## config.mk

```make
export PLATFORM = sky130hd
export DESIGN_NAME = enc_neuron_seq
export DESIGN_NICKNAME = d
export VERILOG_FILES = /design/src/rtl/enc_neuron_seq.sv
export SDC_FILE = /design/constraint.sdc
export NUM_CORES = 1
export LEC_CHECK = 0
export CAP_MARGIN = 20
export CORE_MARGIN = 5
export CORE_UTILIZATION = 45
export CTS_CLUSTER_DIAMETER = 120
export DETAILED_ROUTE_END_ITERATION = 8
export PLACE_DENSITY = 0.73
export SLEW_MARGIN = 15
export SYNTH_ARGS = -nofsm -noshare
export SYNTH_HDL_FRONTEND = slang
export SYNTH_SLANG_ARGS = --single-unit
```

## constraint.sdc

```tcl
create_clock -name clk -period 10.1 [get_ports clk]
set_clock_uncertainty 0.15 [all_clocks]
set_input_delay 2.02 -clock clk [delete_from_list [all_inputs] [get_ports clk]]
set_output_delay 2.02 -clock clk [all_outputs]
set_load 0.01 [all_outputs]
```

## src/rtl/enc_neuron_seq.sv

```systemverilog
// enc_neuron_seq: sequential fixed-point neuron.
// Accepts N_IN signed activations one per beat, multiply-accumulates them
// against the parallel weight vector, adds the bias, then emits the
// (optionally ReLU'd) result on a valid/ready output.
//
// Ports:
//   clk, rst_n            clock, asynchronous active-low reset
//   clear                 synchronous flush back to IDLE (drops any beat)
//   relu_en               zero negative results
//   w_flat                N_IN weights, w[i] = w_flat[i*DATA_WIDTH +: DATA_WIDTH]
//   bias                  bias in the same Q format as activations
//   in_valid/in_ready     activation handshake, in_data one activation per beat
//   out_valid/out_ready   result handshake, out_data held until accepted
//   busy                  high whenever the FSM is not IDLE
//
// Build option: ENC_NEURON_SAT_EN saturates the shifted result to the
// DATA_WIDTH signed range; without it the result wraps (low bits kept).
//
// state | meaning
// ------+-----------------------------------------------------------
// IDLE  | waiting for first activation (idx = 0)
// ACC   | accumulating activations 1..N_IN-1
// BIAS  | one cycle: add bias, register result
// OUT   | result presented until out_ready

module enc_neuron_seq #(
    parameter int DATA_WIDTH = 16,
    parameter int FRAC_BITS  = 8,
    parameter int N_IN       = 16
) (
    input  logic                       clk,
    input  logic                       rst_n,
    input  logic                       clear,
    input  logic                       relu_en,
    input  logic [N_IN*DATA_WIDTH-1:0] w_flat,
    input  logic [DATA_WIDTH-1:0]      bias,
    input  logic                       in_valid,
    output logic                       in_ready,
    input  logic [DATA_WIDTH-1:0]      in_data,
    output logic                       out_valid,
    input  logic                       out_ready,
    output logic [DATA_WIDTH-1:0]      out_data,
    output logic                       busy
);

    localparam int AW = 2*DATA_WIDTH + $clog2(N_IN);
    localparam int IW = (N_IN > 1) ? $clog2(N_IN) : 1;
    localparam logic [IW-1:0] IDX_LAST = IW'(N_IN - 1);
    localparam logic signed [AW-1:0] SAT_MAX =
        {{(AW-DATA_WIDTH+1){1'b0}}, {(DATA_WIDTH-1){1'b1}}};
    localparam logic signed [AW-1:0] SAT_MIN = ~SAT_MAX;

    typedef enum logic [1:0] {S_IDLE, S_ACC, S_BIAS, S_OUT} state_t;

    state_t                  state_q, state_d;
    logic signed [AW-1:0]    acc_q, acc_d;
    logic [IW-1:0]           idx_q, idx_d;
    logic [DATA_WIDTH-1:0]   out_data_q, out_data_d;
    logic                    alive_q;

    logic signed [DATA_WIDTH-1:0]   w_arr [N_IN];
    logic signed [2*DATA_WIDTH-1:0] x_ext, w_ext, prod;
    logic signed [AW-1:0]           prod_ext, bias_sh, acc_bias, shifted;
    logic [DATA_WIDTH-1:0]          result;
    logic                           beat;

    for (genvar i = 0; i < N_IN; i++) begin : g_w
        assign w_arr[i] = w_flat[i*DATA_WIDTH +: DATA_WIDTH];
    end

    // idx_q is 0 in IDLE, so one weight mux serves both IDLE and ACC
    assign x_ext    = {{DATA_WIDTH{in_data[DATA_WIDTH-1]}}, in_data};
    assign w_ext    = {{DATA_WIDTH{w_arr[idx_q][DATA_WIDTH-1]}}, w_arr[idx_q]};
    assign prod     = x_ext * w_ext;
    assign prod_ext = AW'(prod);
    assign bias_sh  = AW'($signed(bias)) <<< FRAC_BITS;
    assign acc_bias = acc_q + bias_sh;
    assign shifted  = acc_bias >>> FRAC_BITS;

    always_comb begin
        result = shifted[DATA_WIDTH-1:0];
`ifdef ENC_NEURON_SAT_EN
        if (shifted > SAT_MAX) begin
            result = SAT_MAX[DATA_WIDTH-1:0];
        end else if (shifted < SAT_MIN) begin
            result = SAT_MIN[DATA_WIDTH-1:0];
        end
`endif
        if (relu_en && result[DATA_WIDTH-1]) begin
            result = '0;
        end
    end

    // alive_q keeps in_ready low while reset is asserted
    assign in_ready  = alive_q && ((state_q == S_IDLE) || (state_q == S_ACC));
    assign out_valid = (state_q == S_OUT);
    assign busy      = (state_q != S_IDLE);
    assign out_data  = out_data_q;
    assign beat      = in_valid && in_ready;

    always_comb begin
        state_d    = state_q;
        acc_d      = acc_q;
        idx_d      = idx_q;
        out_data_d = out_data_q;
        case (state_q)
            S_IDLE: begin
                if (beat) begin
                    acc_d = prod_ext;
                    if (N_IN == 1) begin
                        state_d = S_BIAS;
                    end else begin
                        idx_d   = IW'(1);
                        state_d = S_ACC;
                    end
                end
            end
            S_ACC: begin
                if (beat) begin
                    acc_d = acc_q + prod_ext;
                    if (idx_q == IDX_LAST) begin
                        idx_d   = '0;
                        state_d = S_BIAS;
                    end else begin
                        idx_d = idx_q + IW'(1);
                    end
                end
            end
            S_BIAS: begin
                acc_d      = acc_bias;
                out_data_d = result;
                state_d    = S_OUT;
            end
            S_OUT: begin
                if (out_ready) begin
                    acc_d   = '0;
                    idx_d   = '0;
                    state_d = S_IDLE;
                end
            end
            default: begin
                state_d = S_IDLE;
            end
        endcase
        if (clear) begin
            state_d = S_IDLE;
            acc_d   = '0;
            idx_d   = '0;
        end
    end

    always_ff @(posedge clk or negedge rst_n) begin
        if (!rst_n) begin
            state_q    <= S_IDLE;
            acc_q      <= '0;
            idx_q      <= '0;
            out_data_q <= '0;
            alive_q    <= 1'b0;
        end else begin
            state_q    <= state_d;
            acc_q      <= acc_d;
            idx_q      <= idx_d;
            out_data_q <= out_data_d;
            alive_q    <= 1'b1;
        end
    end

endmodule

```

==> results.md <==
* Layout Cells excl Fill at between 2000 and 2500
* Placed cell area at 0.01800 sq mm
* Cell count after synthesis at 1495
* Main combinational cell family by area after synthesis: adder cells
* Synth Warn # at 0
* CP startpoint kind: primary input
* Final routed DRC violation total at 0
* Total Routing Usage GR at 26.42%
* First-pass GRT wire length at between 70000 and 80000 um
* Critical path class: in2reg
* Post-synth net total at around 2100
* Initial Utilization at a little under half
* Max Cap Viol at 0
* CP arrival at 9.96 ns
* Crit end category: flip-flop
* Final Max Slew Viols at 0
* Vias in the first global route at around 13000
* Die X at approximately 180 um
* Later-pin clock latency in the skew report at approximately 0.30 ns
* Fillers at between 2000 and 2500
* Clock sink count at 47
* Post-synthesis sequential area ratio at about 8.5%
* Routed via count at between 10000 and 15000
* Core area at 0.03043 sq mm
* CTS max path bufs at 2
* Rel. slew slack at between 40% and 50%
* Grt ovf at 0
* Drt pass-1 iters at 5
* CP Max Fanout at 4
* Final hold violations at 0
* Post-synthesis compound-gate area fraction at between 10% and 20%
* DRT antenna net count at 0
* Outcome: completed
* GP Congestion at ~0.95
* Worst Max-Slew Pin Slew at approximately 0.81 ns
* Row count at 64
* CTS tree: built
* Post-synthesis mux area share at around 13%
* IO Port Bufs at approximately 310
* Post-synth top area share at 27.48%
* Async SR Flop Fraction at 100.0%
* Yosys cell types at 63
* FF/Latch Area at 0.001182 sq mm
* WHS at about 0.38 ns
* Die area at 0.03420 sq mm
* Fin crit share at ~98%
* Setup violators final at 0
* Cells after DPL at 2253
* Final Worst Setup Slack at approximately 0.16 ns
* Crit-path slowest cell: mux4_2
* Post-synthesis register bit count at 47
* Layout overhead on the synthesized area at 39.74%
* Adder-Cell Fraction of Synth Area at approximately two fifths
* Top Ports at 313
* Synth Flop Type: dfrtp_1
* Xor and xnor area share after synthesis at approximately 4.7%
* Initial antenna violation count at 13
* Mean Syn Cell Area at around 9.2 sq um
* CP Data Required Time at a little over 10 ns
* DR WL/cell at 21.40 um
* Cell Area, Synth at about 0.014 sq mm
* Hold Crit Class: reg2reg
* Pre-CTS setup slack at -0.4440 ns
* Commonest cells in the netlist: inv_1, fa_1, nand2_1
* Clk slew on worst S/H paths at about 0.08 ns
* Vias per std cell at between 5 and 6
* Total Routed Length at 49510 um
* Post-synth EDFFs at 0
* Simple-gate share of the synthesized area at 15.10%
* Final net count at about 2500
* Area contributors post-synth: fa_1, mux4_2, ha_1
* Area of the multi-input gates at approximately 0.012 sq mm
* Clk root buf: clkbuf_16
* Post-synth top area cell: fa_1
* Most instantiated library cell after synthesis: inv_1
* H-tree lvl count at 2
* Largest net degree at the start of global routing at 50
* Crit-path max cell delay at about 0.53 ns
* Cell mode on critical path: fa_1
* Layout cell share with drive strength beyond 1 at between 10% and 20%
* Cell area after layout at slightly below 0.02 sq mm
* Min Tclk post-route at around 10 ns
* Num CTS Buffers at 5
* DP HPWL at roughly 39000 um
* Vert. Die Dim at roughly 180 um
* Initial drt markers at slightly above 900
* Fmax at 0.1006 GHz
kinds of logic after synthesis:
| family | Yosys count |
|---|---|
| compound gates | 220 |
| mux | 91 |
| fa+ha+maj | 306 |
| buf+inv | 354 |
| xor+xnor | 64 |
| other cells | 1 |
| flops | 47 |
| simple gates | 412 |
repair_timing:
item | in CTS | in global routing
endpoints found under the setup margin | 4 | 11
hold buffers | 0 | 0
gates cloned | 1 | 4
setup buffers | 3 | 32
pin swaps | 7 | 84
resized for setup | 11 | 139
layout by cell type (no fill, tap or decap), types with 6 or more instances in the layout:
master and instances:
a211oi_1 13, a21o_1 14, a21oi_1 44, a21oi_2 13, a31o_2 6, a31oi_1 7
and2_1 95, and2_4 27, buf_4 140, buf_6 13, clkdlybuf4s50_1 296, dfrtp_1 44
diode_2 11, dlymetal6s2s_1 12, fa_1 184, ha_1 100, ha_4 13, inv_1 282
mux2i_1 12, mux4_2 79, nand2_1 141, nand2b_1 20, nand3_1 12, nor2_1 49
nor2b_1 16, nor3_1 10, o211ai_1 14, o21a_1 11, o21ai_0 34, o22ai_1 17
or2_2 8, xnor2_1 33, xnor2_2 9, xor2_1 15
worst paths after layout:
kind,start,endpoint,slack (ns),depth (start not counted)
setup / recovery,w_flat[114],acc_q[23]$_DFFE_PN0P_,0.16,31
hold / removal,out_data[11]$_DFFE_PN0N_,out_data[11]$_DFFE_PN0N_,0.38,2
setup reg to reg,idx_q[0]$_DFFE_PN0P_,acc_q[23]$_DFFE_PN0P_,1.08,30
hold reg to reg,out_data[11]$_DFFE_PN0N_,out_data[11]$_DFFE_PN0N_,0.38,2
max in group asynchronous,rst_n,idx_q[1]$_DFFE_PN0P_,7.62,2
min in group asynchronous,rst_n,state_q[0]$_DFFE_PN0P_,1.69,2
layer usage:
layer  wire [um]  part of all wire [%]  up-vias  GRT usage, %
li1            -                     -     5756             -
met1       17650                    36     6346         31.19
met2       25570                    52      555         46.81
met3        4147                   8.4      118         6.009
met4        2105                   4.3        8         10.25
met5          40                 0.081        -             0
state kept, by name, indices dropped and copies added (netlist names):
signal    cells
out_data     16
state_q       2
acc_q        24
alive_q       1
idx_q         4
stage by stage:
| stage | util [%] | setup TNS [ns] |
|---|---|---|
| 3_3_place_gp | 59.16 | -0.8767 |
| 3_5_place_dp | 59.16 | -2.404 |
| 4_1_cts | 60.00 | 0 |
| 5_1_grt | 63.20 | -0.2502 |
| 2_1_floorplan | - | 0 |
| 6_report | 63.23 | 0 |
worst max-delay path, delay by kind of cell:
family                   cells  cell delay (ns)
AO/OA/AOI/OAI                8             1.44
XOR/XNOR                     2             0.26
adder cells (fa/ha/maj)      8             3.59
buffers and inverters        9             1.29
multiplexers                 2             1.03
AND/OR/NAND/NOR              2             0.33
area by class of cell:
type / count / area share (%)
repair buffers: 467 / 22.77
flip-flops and latches: 47 / 6.145
clock inverters: 2 / 0.3121
diodes: 11 / 0.1431
clock buffers: 6 / 0.6698
well taps: 396 / 2.575
inverters: 286 / 5.579
multi-input cells: 1099 / 61.80
Power is left out: the tool's default activity adds up to more than one toggle a clock period on the data nets, which glitch-free logic cannot reach.
